`src/rtl/ros2_pub_scheduler_if.sv`:
```
// Configuration, command and status bundle between a publish host and ros2_pub_scheduler.
// The host drives configuration and one-cycle command pulses; the scheduler returns registered status.
interface ros2_pub_scheduler_if #(
    parameter int unsigned PERIOD_W     = 32,
    parameter int unsigned COUNT_W      = 8,
    parameter int unsigned NUM_PATTERNS = 2
);

    logic [PERIOD_W-1:0]     cfg_period;
    logic [COUNT_W-1:0]      cfg_max_pubs;
    logic [NUM_PATTERNS-1:0] cfg_pattern_mask;
    logic                    cmd_start;
    logic                    cmd_stop;
    logic                    cmd_restart;
    logic [7:0]              ros2_ctrl;
    logic                    pub_tick;
    logic [COUNT_W-1:0]      pub_count;
    logic                    done;

    modport master (
        output cfg_period,
        output cfg_max_pubs,
        output cfg_pattern_mask,
        output cmd_start,
        output cmd_stop,
        output cmd_restart,
        input  ros2_ctrl,
        input  pub_tick,
        input  pub_count,
        input  done
    );

    modport slave (
        input  cfg_period,
        input  cfg_max_pubs,
        input  cfg_pattern_mask,
        input  cmd_start,
        input  cmd_stop,
        input  cmd_restart,
        output ros2_ctrl,
        output pub_tick,
        output pub_count,
        output done
    );

endinterface

```
`src/rtl/ros2_pub_scheduler.sv`:
```
// Runtime-configurable publish scheduler producing the ros2_ctrl word: rotates through enabled
// payload patterns once per programmable interval and stops after a programmable publish count.
module ros2_pub_scheduler #(
    parameter int unsigned PERIOD_W     = 32,
    parameter int unsigned COUNT_W      = 8,
    parameter int unsigned NUM_PATTERNS = 2,
    parameter int unsigned AUTO_START   = 1
) (
    input logic                 clk_int,
    input logic                 rst_int,
    ros2_pub_scheduler_if.slave bus
);

    typedef enum logic [1:0] {StIdle, StRun, StDone} state_e;

    localparam state_e     StReset = (AUTO_START != 0) ? StRun : StIdle;
    localparam logic [6:0] NumPat  = 7'(NUM_PATTERNS);

    state_e              state_q, state_d;
    logic [PERIOD_W-1:0] period_q, period_d;
    logic [PERIOD_W-1:0] cnt_q, cnt_d;
    logic [PERIOD_W-1:0] last_cnt;
    logic [COUNT_W-1:0]  count_q, count_d;
    logic [COUNT_W-1:0]  count_inc;
    logic [5:0]          idx_q, idx_d;
    logic [5:0]          idx_adv, idx_first;
    logic                tick_q, tick_d;
    logic                en_q, done_q;
    logic                at_last;
    logic                adv_found;
    logic [6:0]          adv_sum;
    logic [63:0]         mask_ext;

    assign mask_ext = 64'(bus.cfg_pattern_mask);

    // A period of 0 behaves as 1, so the terminal count is 0 in both cases.
    assign last_cnt  = (period_q == '0) ? '0 : period_q - PERIOD_W'(1);
    assign at_last   = (cnt_q == last_cnt);
    assign count_inc = (&count_q) ? count_q : count_q + COUNT_W'(1);

    // Next enabled pattern after the current one, wrapping; holds if no other pattern is enabled.
    always_comb begin
        idx_adv   = idx_q;
        adv_found = 1'b0;
        adv_sum   = '0;
        for (int k = 1; k < int'(NUM_PATTERNS); k++) begin
            adv_sum = 7'(idx_q) + 7'(k);
            if (adv_sum >= NumPat) begin
                adv_sum = adv_sum - NumPat;
            end
            if (!adv_found && mask_ext[adv_sum[5:0]]) begin
                adv_found = 1'b1;
                idx_adv   = adv_sum[5:0];
            end
        end
    end

    // Lowest enabled pattern, used on restart; zero when the mask is empty.
    always_comb begin
        idx_first = '0;
        for (int i = int'(NUM_PATTERNS) - 1; i >= 0; i--) begin
            if (mask_ext[6'(i)]) begin
                idx_first = 6'(i);
            end
        end
    end

    always_comb begin
        state_d  = state_q;
        period_d = period_q;
        cnt_d    = cnt_q;
        count_d  = count_q;
        idx_d    = idx_q;
        tick_d   = 1'b0;

        if (bus.cmd_restart) begin
            state_d  = StRun;
            period_d = bus.cfg_period;
            cnt_d    = '0;
            count_d  = '0;
            idx_d    = idx_first;
        end else if (bus.cmd_stop && (state_q == StRun)) begin
            // A stop on the terminal cycle swallows that tick entirely.
            state_d = StIdle;
        end else if (bus.cmd_start && (state_q != StRun)) begin
            state_d  = StRun;
            period_d = bus.cfg_period;
            cnt_d    = '0;
        end else if (state_q == StRun) begin
            if (at_last) begin
                cnt_d    = '0;
                tick_d   = 1'b1;
                idx_d    = idx_adv;
                count_d  = count_inc;
                period_d = bus.cfg_period;
                // >= so a resumed run whose count already met the limit stops at its next tick.
                if ((bus.cfg_max_pubs != '0) && (count_inc >= bus.cfg_max_pubs)) begin
                    state_d = StDone;
                end
            end else begin
                cnt_d = cnt_q + PERIOD_W'(1);
            end
        end
    end

    always_ff @(posedge clk_int) begin
        if (rst_int) begin
            state_q  <= StReset;
            period_q <= bus.cfg_period;
            cnt_q    <= '0;
            count_q  <= '0;
            idx_q    <= '0;
            tick_q   <= 1'b0;
            en_q     <= (AUTO_START != 0);
            done_q   <= 1'b0;
        end else begin
            state_q  <= state_d;
            period_q <= period_d;
            cnt_q    <= cnt_d;
            count_q  <= count_d;
            idx_q    <= idx_d;
            tick_q   <= tick_d;
            en_q     <= (state_d == StRun);
            done_q   <= (state_d == StDone);
        end
    end

    assign bus.ros2_ctrl = {1'b0, idx_q, en_q};
    assign bus.pub_tick  = tick_q;
    assign bus.pub_count = count_q;
    assign bus.done      = done_q;

endmodule
```
`src/flat_wrapper.sv`:
```
// flat-port wrapper written by rule: the top's interface ports become plain ports
module ros2_pub_scheduler_flat 
#(
    parameter int unsigned PERIOD_W     = 32,
    parameter int unsigned COUNT_W      = 8,
    parameter int unsigned NUM_PATTERNS = 2,
    parameter int unsigned AUTO_START   = 1
)
  (clk_int, rst_int, bus_cfg_period, bus_cfg_max_pubs, bus_cfg_pattern_mask, bus_cmd_start, bus_cmd_stop, bus_cmd_restart, bus_ros2_ctrl, bus_pub_tick, bus_pub_count, bus_done);
  ros2_pub_scheduler_if #(.PERIOD_W(PERIOD_W), .COUNT_W(COUNT_W), .NUM_PATTERNS(NUM_PATTERNS)) bus_i ();
  input logic clk_int;
  input logic rst_int;
  input wire logic [$bits(bus_i.cfg_period)-1:0] bus_cfg_period;
  input wire logic [$bits(bus_i.cfg_max_pubs)-1:0] bus_cfg_max_pubs;
  input wire logic [$bits(bus_i.cfg_pattern_mask)-1:0] bus_cfg_pattern_mask;
  input wire logic [$bits(bus_i.cmd_start)-1:0] bus_cmd_start;
  input wire logic [$bits(bus_i.cmd_stop)-1:0] bus_cmd_stop;
  input wire logic [$bits(bus_i.cmd_restart)-1:0] bus_cmd_restart;
  output wire logic [$bits(bus_i.ros2_ctrl)-1:0] bus_ros2_ctrl;
  output wire logic [$bits(bus_i.pub_tick)-1:0] bus_pub_tick;
  output wire logic [$bits(bus_i.pub_count)-1:0] bus_pub_count;
  output wire logic [$bits(bus_i.done)-1:0] bus_done;
  assign bus_i.cfg_period = bus_cfg_period;
  assign bus_i.cfg_max_pubs = bus_cfg_max_pubs;
  assign bus_i.cfg_pattern_mask = bus_cfg_pattern_mask;
  assign bus_i.cmd_start = bus_cmd_start;
  assign bus_i.cmd_stop = bus_cmd_stop;
  assign bus_i.cmd_restart = bus_cmd_restart;
  assign bus_ros2_ctrl = bus_i.ros2_ctrl;
  assign bus_pub_tick = bus_i.pub_tick;
  assign bus_pub_count = bus_i.pub_count;
  assign bus_done = bus_i.done;
  ros2_pub_scheduler #(.PERIOD_W(PERIOD_W), .COUNT_W(COUNT_W), .NUM_PATTERNS(NUM_PATTERNS), .AUTO_START(AUTO_START)) u_core (.clk_int(clk_int), .rst_int(rst_int), .bus(bus_i));
endmodule
```
`config.mk`:
```
export PLATFORM = sky130hd
export DESIGN_NAME = ros2_pub_scheduler_flat
export DESIGN_NICKNAME = d
export VERILOG_FILES = /design/src/rtl/ros2_pub_scheduler_if.sv /design/src/rtl/ros2_pub_scheduler.sv /design/src/flat_wrapper.sv
export SDC_FILE = /design/constraint.sdc
export NUM_CORES = 1
export LEC_CHECK = 0
export BUFFER_PORTS_ARGS = -buffer_cell sky130_fd_sc_hd__buf_2
export CAP_MARGIN = 30
export CORE_MARGIN = 3
export CORE_UTILIZATION = 42
export CTS_BUF_LIST = sky130_fd_sc_hd__clkbuf_8
export DETAILED_ROUTE_END_ITERATION = 7
export PLACE_DENSITY = 0.61
export SETUP_SLACK_MARGIN = 0.4
export SLEW_MARGIN = 30
export SYNTH_ARGS = -nofsm -noshare
export SYNTH_HDL_FRONTEND = slang
export SYNTH_SLANG_ARGS = --single-unit
```
`constraint.sdc`:
```
create_clock -name clk_int -period 10.3 [get_ports clk_int]
set_input_delay 2.06 -clock clk_int [delete_from_list [all_inputs] [get_ports clk_int]]
set_output_delay 2.06 -clock clk_int [all_outputs]
set_load 0.01 [all_outputs]
```
* Word level (Yosys, flattened, before mapping)
Cells that the tools add are included.
** Word-level totals
- Bits in registers :: 83
- Input port bits :: 47
- Word-level logic and storage cells :: 74
** Operators by class
- Add/sub/neg operators :: 5
- Order comparisons :: 3
- Eq/ne operators :: 8
- Muxes and demuxes :: 29
- Bitwise logic cells :: 3
- Reductions and logical operators :: 18
** Operators with widths (count)
- 32-bit 2-to-1 mux :: 10
- 6-bit 2-to-1 mux :: 7
- 32-bit by 1-bit adder with 32-bit output, second input constant :: 1
- 32-bit equality test :: 1
- 32-bit zero test :: 1
- 32-bit by 1-bit subtractor with 32-bit output, second input constant :: 1
- 2-bit 2-to-1 mux :: 6
- 8-bit by 1-bit adder with 8-bit output, second input constant :: 1
- 8-bit greater-or-equal comparator :: 1
- 8-bit 2-to-1 mux :: 1
- 8-bit AND reduction :: 1
- 2-bit nonzero test :: 4
- 4-bit nonzero test :: 2
- 8-bit nonzero test :: 1
- 6-bit by 1-bit adder with 7-bit output, second input constant :: 1
- 7-bit by 2-bit greater-or-equal comparator with 1-bit output, second input constant :: 1
- 6-bit by 7-bit < comparator with 1-bit output, second input constant :: 1
- 1-bit binary-select mux with 6-bit select :: 1
- 6-bit by 2-bit subtractor with 6-bit output, second input constant :: 1
- 5-bit AND reduction :: 1
- 5-bit OR reduction :: 1
- 2-bit by 1-bit equality test with 1-bit output, second input constant :: 2
- 1-bit 2-to-1 mux :: 4
- 2-bit inequality test, second input constant :: 2
- other kinds (9) :: 13

* Depth between registers and ports, before layout
Gate-level depths: netlist (run 1).
- Depth after elaboration :: 11
- Mapped depth :: 17
- Depth with buffers taken out :: 17

* Worst setup path before layout (run 1)
No wires, ideal clock.
- Path kind :: reg-to-reg
- Start point :: reg u_core.period_q[0]
- End point :: reg u_core.period_q[0] (enable)
- Data arrival time :: 3.584 ns
- Required time :: 9.911 ns
- Path slack :: 6.326 ns
- Stages on the path, launching flop included :: 12
- Buffers on the path :: 0
- Clock period less this slack :: 3.974 ns
- Cells stage by stage :: edfxtp_1 inv_1 ha_1 nor4b_4 nand3_2 nor3_1 mux2i_1 o21ai_0 or4_1 nor4_4 nand2_1 nand2_1
** On the way
- Cells in the longest elaborated chain, start to end :: 5
- Elaborated cells on any way between the ends :: 6
- Those cells by class :: 1 x add/sub; 1 x eq/ne; 1 x mux; 3 x reduce/logical
** RTL lines
- start: declaration :: RTL line ros2_pub_scheduler.sv:20 : logic [PERIOD_W-1:0] period_q, period_d;
- start signal: assignment :: RTL line ros2_pub_scheduler.sv:109 : period_q <= bus.cfg_period;
- start signal: assignment :: RTL line ros2_pub_scheduler.sv:118 : period_q <= period_d;
- 32-bit by 1-bit subtractor with 32-bit output / 32-bit zero test (equally long branches) :: RTL line ros2_pub_scheduler.sv:37 : assign last_cnt = (period_q == '0) ? '0 : period_q - PERIOD_W'(1);
- 32-bit 2-to-1 mux (*) :: RTL line ros2_pub_scheduler.sv:37
- 32-bit equality test (*) :: RTL line ros2_pub_scheduler.sv:38 : assign at_last = (cnt_q == last_cnt);
- 4-bit nonzero test (no source line) (*)
- 3-bit AND reduction (no source line) (*)
Mark *: on every way between the ends. The rest lies on a longest branch, timed or not.
A chain may end at the register's enable or synchronous reset.

* Worst setup path after layout (run 1)
- Start point :: reg u_core.period_q[0]
- End point :: reg u_core.cnt_q[14]
** On the way
- Cells in the longest elaborated chain, start to end :: 6
- Elaborated cells on any way between the ends :: 7
- Those cells by class :: 1 x add/sub; 1 x eq/ne; 4 x mux; 1 x reduce/logical
** RTL lines
- 32-bit by 1-bit subtractor with 32-bit output / 32-bit zero test (equally long branches) :: RTL line ros2_pub_scheduler.sv:37
- 32-bit 2-to-1 mux (*) :: RTL line ros2_pub_scheduler.sv:37
- 32-bit equality test (*) :: RTL line ros2_pub_scheduler.sv:38
- 32-bit 2-to-1 mux (*) :: RTL line ros2_pub_scheduler.sv:90 : if (at_last) begin
- 32-bit 2-to-1 mux (*) :: RTL line ros2_pub_scheduler.sv:89 : end else if (state_q == StRun) begin
- 32-bit 2-to-1 mux (*) :: RTL line ros2_pub_scheduler.sv:85 : end else if (bus.cmd_start && (state_q != StRun)) begin
- end signal: assignment :: RTL line ros2_pub_scheduler.sv:119 : cnt_q <= cnt_d;
- end: declaration :: RTL line ros2_pub_scheduler.sv:21 : logic [PERIOD_W-1:0] cnt_q, cnt_d;
Mark *: on every way between the ends. The rest lies on a longest branch, timed or not. The select of a mux whose other input is x is not followed.

==> results_dict.tcl, run 1 <==
set metrics [dict create \
    run_status "finished, final reports clean" \
    hold_violations 0 \
    synth_top_area_share_pct 17.4 \
    critPathLaunchType "flop" \
    clock-sinks 83 \
    cellPowerDensity_nw_per_um2 108 \
    total_leakage_power_nw 2.43 \
    reg2regPathDepth 13 \
    floorplan.core_area_um2 13500 \
    power_switching_mw 0.189 \
    ant_nets 0 \
    grt_remaining_overflow 0 \
    synthToLayoutAreaGrowth_pct 9.88 \
    mappedNetlistArea_um2 5850 \
    worst_clock_skew_ps 15.1 \
    worst_endpoint_data_arrival_time_ps 4770 \
    synth-seq-cells 83 \
    grt_first_pass_wirelength_um 25100 \
    gpl_wtd_cong 0.954 \
    synth_area_per_cell_um2 8.65 \
    die_area_um2 15400 \
    htree_levels 3 \
    post_placement_cell_area_um2 6200 \
    place.detailed.hpwl_um 11900 \
    total_power_mw 0.692 \
    first_global_vias 4880 \
    p_seq_share_pct 53.3 \
    min_path_type "flop to flop" \
    ys_top_cells_by_count "nand2_1 (59), dfxtp_1 (51), nor2_1 (45)" \
    critPathKind "flop to flop" \
    layout.cells.non_filler 898 \
    ys_async_sr_fraction_pct 0 \
    critical_path_peak_fanout 32 \
    timing_limited_maximum_frequency_mhz 223 \
    clock-root-buffer "clkbuf_8" \
    required_ps 10580 \
    register_area_um2 1980 \
    chipHeight_um 124 \
    slowest_stage "nor3_2" \
    num_rows 42 \
    detailedRoute.firstPassIterationCount 5 \
    synth.yosys.seq_area_share_pct 33.9 \
    post-route-drc-count 0 \
    total_wirelength_of_the_detailed_routed_design_um 15600 \
    yosys.area.top_type "dfxtp_1" \
    netlist-cell-type-count 80 \
    combPwrFrac_pct 10.8 \
    max-vdd-ir-drop_mv 0.0700 \
    initial_core_utilization_pct 43.5 \
    track_usage_pct 20.9 \
    setup.worst_path.end_class "flop" \
    numCtsBuffers 9 \
    clkLatencyLatePin_ps 390 \
    time_the_final_worst_path_needs_with_i_o_delays_and_setup_ps 4490 \
    synth-edff-count 32 \
    yosys_warnings 0 \
    finalSetupTns_ps 0 \
    synthMostInstantiatedCell "nand2_1" \
    post_synth_net_total 738 \
    vias 5357 \
    slew_viol_final 0 \
    cap_viol_max_count 0 \
    grt_antenna_before_repair 0 \
    post_cts_resized 0 \
    num-nets-final 778 \
    diodes_inserted 0 \
    internal-power_mw 0.503 \
    max_slew.worst_pin.slew_ps 899 \
    number_of_cells_on_the_worst_hold_path 2 \
    drive_above_1_share_pct 15.4 \
    clock_tree_from_tritoncts "done" \
    multi_input_comb_area_um2 3590 \
    switching_share_pct 27.3 \
    critical_path.max_stage_delay_ps 680 \
    worst_setup_hold_path_clk_slew_ps 80 \
    dominantRegCellSynth "dfxtp_1" \
    critical_path.cell_chain "inv_1 -> ha_1 -> nor4b_4 -> nand3_2 -> nor3_2 -> a21oi_1 -> o31a_1 -> nand4b_1 -> or4_4 -> o21ai_4 -> buf_16 -> o21ai_1 -> a21o_1" \
    vias_per_cell 5.97 \
    die_extent_in_x_um 124 \
    postLayoutCellArea_um2 6430 \
    layout_worst_path_cycle_share_pct 43.6 \
    clkPwrFrac_pct 35.9 \
    max-slew-margin-rel_pct 40.0 \
    max-clock-path-buffers 2 \
    top_level_ports 65 \
    pin_count_of_the_biggest_net_entering_global_routing 43 \
    post_cts_hold_buffer_count 0 \
    post_synth_inst_count 677 \
    rsz0062_at_grt "false" \
    post_route_utilization_pct 47.8 \
    io_buffer_count 63 \
    post-place-cells 881 \
    synthTopCellsByArea "dfxtp_1 (17%), edfxtp_1 (16%), xnor2_1 (4.5%), nand2_1 (3.8%), ha_1 (3.0%)" \
    num-fill-cells 1352 \
    postCtsSetupRepairBufs 0 \
    detail_route.wl_per_cell_um 17.4 \
    setup_viol_count_final 0 \
    drt-initial-drc-count 546 \
]
placed cells by master, fill, tap and decap left out, types with 4 or more instances in the layout:
cell	n
a31oi_1	7
buf_2	63
a22o_1	4
a211oi_1	4
xnor2_1	30
o31ai_1	5
and2_1	10
o21a_1	4
o2111ai_1	4
a22oi_1	5
ha_1	14
or3_1	12
nor4_1	17
o21ai_1	15
a21oi_1	20
mux2_2	5
nand2b_1	8
nor3_2	4
a21o_1	17
or2_2	5
nor3_1	28
nand3_1	27
xor2_1	18
or4_1	7
dfxtp_1	51
nor2b_1	9
o211ai_1	6
inv_1	24
nand2_1	59
nor3b_1	12
nor2_1	45
o21ai_0	24
and3_1	22
nand4_1	17
clkbuf_8	10
mux2i_1	11
edfxtp_1	32
power by group through the flow:
stage	Clock [mW]	Combinational [mW]	Sequential (mW)
after floorplan	0	0.0535	0.370
after global placement	0	0.0715	0.376
after detailed placement	0	0.0728	0.376
after CTS	0.253	0.0732	0.369
after global routing	0.269	0.0827	0.371
final	0.248	0.0747	0.369
kinds of logic after synthesis:
kind of cell               after synthesis  share of synthesized area [%]
muxes                                   17                           3.10
AOI/OAI and AO/OA                      147                           17.4
adders and majority gates               14                           2.99
and+or+nand+nor                        308                           30.7
other                                    1                         0.0641
buffers and inverters                   59                           4.75
xor gates and xnor gates                48                           7.18
DFF                                     83                           33.9
per-stage QoR:
step           hold WS, ps  setup slack, ps
2_1_floorplan          494             6330
3_3_place_gp           488             5810
3_5_place_dp           494             5540
4_1_cts                506             5540
5_1_grt                550             5480
6_report               500             5810
critical path: cells and delay by family (launching register included):
family	cells	cell delay, ps
and+or+nand+nor	5	2290
buffers and inverters	2	310
AOI/OAI and AO/OA	5	1070
adders and majority gates	1	250
DFF	1	450
metal layers:
layer	global-route usage (%)	routed length, um
met2	31.8	7030
met3	3.04	1020
met1	30.0	7270
met4	7.80	271
met5	0	0
flip-flops by register name, summed over array words and instances (netlist names):
signal / cells
u_core.bus.done: 1
u_core.bus.pub_count: 8
u_core.bus.pub_tick: 1
u_core.cnt_q: 32
u_core.en_q: 1
u_core.idx_q: 6
u_core.period_q: 32
u_core.state_q: 2
cell type report:
type | instances | share of cell area (%)
flip-flops and latches | 83 | 30.8
repair buffers | 65 | 5.45
multi-input cells | 535 | 55.9
inverters | 23 | 1.34
clock inverters | 6 | 0.953
clock buffers | 10 | 2.14
well taps | 176 | 3.42
final timing paths:
kind	start	end	slack, ps
worst min register to register	u_core.bus.pub_count[1]	u_core.bus.pub_count[1]	500
worst min-delay path	u_core.bus.pub_count[1]	u_core.bus.pub_count[1]	500
worst max register to register	u_core.period_q[0]	u_core.cnt_q[14]	5810
worst max-delay path	u_core.period_q[0]	u_core.cnt_q[14]	5810
Power figures use the tool's default switching activity.
==> run 2: changes to the inputs <==
- PLACE_DENSITY: 0.61 -> 0.64
- clock period: 10.3 -> 4 ns (I/O delays scaled with it)
==> results_dict.tcl, run 2 (synthesized netlist as in run 1, its figures left out) <==
set metrics [dict create \
    worst_clock_skew_ps 15.6 \
    chipHeight_um 124 \
    dp_worst_setup_slack_ps 116 \
    critical_path_peak_fanout 21 \
    slew_viol_final 0 \
    worst_setup_hold_path_clk_slew_ps 90 \
    layout_commonest_cell "buf_4" \
    rsz0062_at_grt "true" \
    min_path_type "flop to flop" \
    grt_antenna_before_repair 0 \
    io_buffer_count 63 \
    layout.cells.non_filler 975 \
    num-nets-final 855 \
    clkLatencyLatePin_ps 380 \
    synthToLayoutAreaGrowth_pct 27.1 \
    pin_count_of_the_biggest_net_entering_global_routing 22 \
    time_the_final_worst_path_needs_with_i_o_delays_and_setup_ps 3570 \
    r2r-end "u_core.cnt_q[13]" \
    vias_per_cell 5.93 \
    switching_share_pct 29.1 \
    worst_slack_ps 431 \
    track_usage_pct 22.3 \
    layout_worst_path_cycle_share_pct 89.2 \
    post-place-cells 897 \
    num_rows 42 \
    grt_first_pass_wirelength_um 26800 \
    drt-initial-drc-count 433 \
    timing_limited_maximum_frequency_mhz 280 \
    hold_violations 0 \
    holdCritStartpoint "u_core.idx_q[1]" \
    floorplan.core_area_um2 13500 \
    final_cell_mix "buf_4 (69), buf_2 (63), nand2_1 (54), dfxtp_1 (51), nor2_1 (43)" \
    min_to "u_core.idx_q[1]" \
    total_leakage_power_nw 2.94 \
    initial_core_utilization_pct 43.5 \
    internal-power_mw 1.28 \
    crit-reg2reg-launch "u_core.period_q[21]" \
    detail_route.wl_per_cell_um 18.1 \
    total_wirelength_of_the_detailed_routed_design_um 17600 \
    grt_remaining_overflow 0 \
    max-clock-path-buffers 2 \
    run_status "finished, final reports clean" \
    ant_nets 0 \
    detailedRoute.firstPassIterationCount 6 \
    power_switching_mw 0.523 \
    num-fill-cells 1204 \
    number_of_cells_on_the_worst_hold_path 2 \
    combPwrFrac_pct 16.1 \
    max-slew-margin-rel_pct 47.0 \
    place.detailed.hpwl_um 12800 \
    multi_input_comb_area_um2 3940 \
    p_seq_share_pct 52.6 \
    register_area_um2 1980 \
    clock-root-buffer "clkbuf_8" \
    reg2regPathDepth 13 \
    setup.worst_path.end_class "flop" \
    critPathLaunchType "flop" \
    max-vdd-ir-drop_mv 0.218 \
    cap_viol_max_count 0 \
    post-route-drc-count 0 \
    clock-sinks 83 \
    numCtsBuffers 9 \
    top_level_ports 65 \
    required_ps 4260 \
    htree_levels 3 \
    gpl_wtd_cong 0.986 \
    die_area_um2 15400 \
    setup_viol_count_final 0 \
    clock_tree_from_tritoncts "done" \
    cellPowerDensity_nw_per_um2 242 \
    diodes_inserted 0 \
    die_extent_in_x_um 124 \
    vias 5783 \
    ff2ff_setup_slack_ps 430 \
    drive_above_1_share_pct 29.5 \
    max_slew.worst_pin.slew_ps 794 \
    critPathKind "flop to flop" \
    first_global_vias 5257 \
    worst_endpoint_data_arrival_time_ps 3830 \
    clkPwrFrac_pct 31.2 \
    finalSetupTns_ps 0 \
]
==> run 2: cell types whose count changed in the layout (fill, tap and decap cells not counted), sizes merged <==
cell    before  now
clkinv       0    3
bufinv       1    0
inv         28   27
buf         65  140
clkbuf      10   11
==> run 2: per-layer routing <==
layer	GRT usage, %	vias to the layer above	wire length [um]	share of wire [%]
li1	-	2769	-	-
met1	31.3	2776	7950	45
met2	34.7	197	8070	46
met3	3.09	41	1020	5.8
met4	8.69	0	592	3.4
met5	0	-	0	0
==> run 2: power by group through the flow <==
stage | Sequential, mW | Combinational, mW | Clock, mW
floorplan | 0.954 | 0.138 | 0
global placement | 0.966 | 0.201 | 0
detailed placement | 0.967 | 0.204 | 0
CTS | 0.948 | 0.227 | 0.577
global route | 0.950 | 0.314 | 0.614
finish | 0.946 | 0.290 | 0.562
==> run 2: how the worst max path moves through the flow <==
stage                              from                      end  slack, ps
floorplan            u_core.period_q[0]       u_core.period_q[0]        460
global placement     u_core.period_q[9]  u_core.bus.pub_count[7]        120
detailed placement   u_core.period_q[1]  u_core.bus.pub_count[7]        120
CTS                  u_core.period_q[1]         u_core.cnt_q[13]        400
global route         u_core.period_q[8]          u_core.idx_q[2]        260
finish              u_core.period_q[21]         u_core.cnt_q[13]        430
==> run 2: worst max-delay path: stages (launching register included) <==
cell and delay [ps]:
edfxtp_1 400, buf_4 170, nor4_4 370, nand4_4 210
buf_12 190, or4_4 420, and2_4 180, o2bb2ai_1 110
nand4b_1 200, or4_4 470, o21ai_4 240, buf_12 190
o21ai_1 90, a21o_1 210
==> run 2: cell type report <==
class                   count  area share [%]
multi-input cells         535            53.0
flip-flops and latches     83            26.6
repair buffers            142            13.9
well taps                 176            2.96
clock buffers               9            1.67
inverters                  23            1.16
clock inverters             7           0.656
==> run 2: timing repair <==
action | CTS | global route
hold buffers | 0 | 0
setup buffers | 16 | 43
endpoints found under the setup margin | 80 | 80
gates resized for setup | 20 | 53
cloned | 1 | 2
pin swaps | 7 | 21
==> run 2: stage by stage <==
| step | area, um2 | hold WS, ps | utilization (%) | total power [mW] |
|---|---|---|---|---|
| after detailed placement | 6360 | 507 | 47.3 | 1.17 |
| after global placement | 6360 | 499 | 47.3 | 1.17 |
| after global routing | 7440 | 573 | 55.3 | 1.88 |
| final | 7440 | 512 | 55.3 | 1.80 |
| after CTS | 6780 | 522 | 50.4 | 1.75 |
| after floorplan | 5860 | 494 | - | 1.09 |
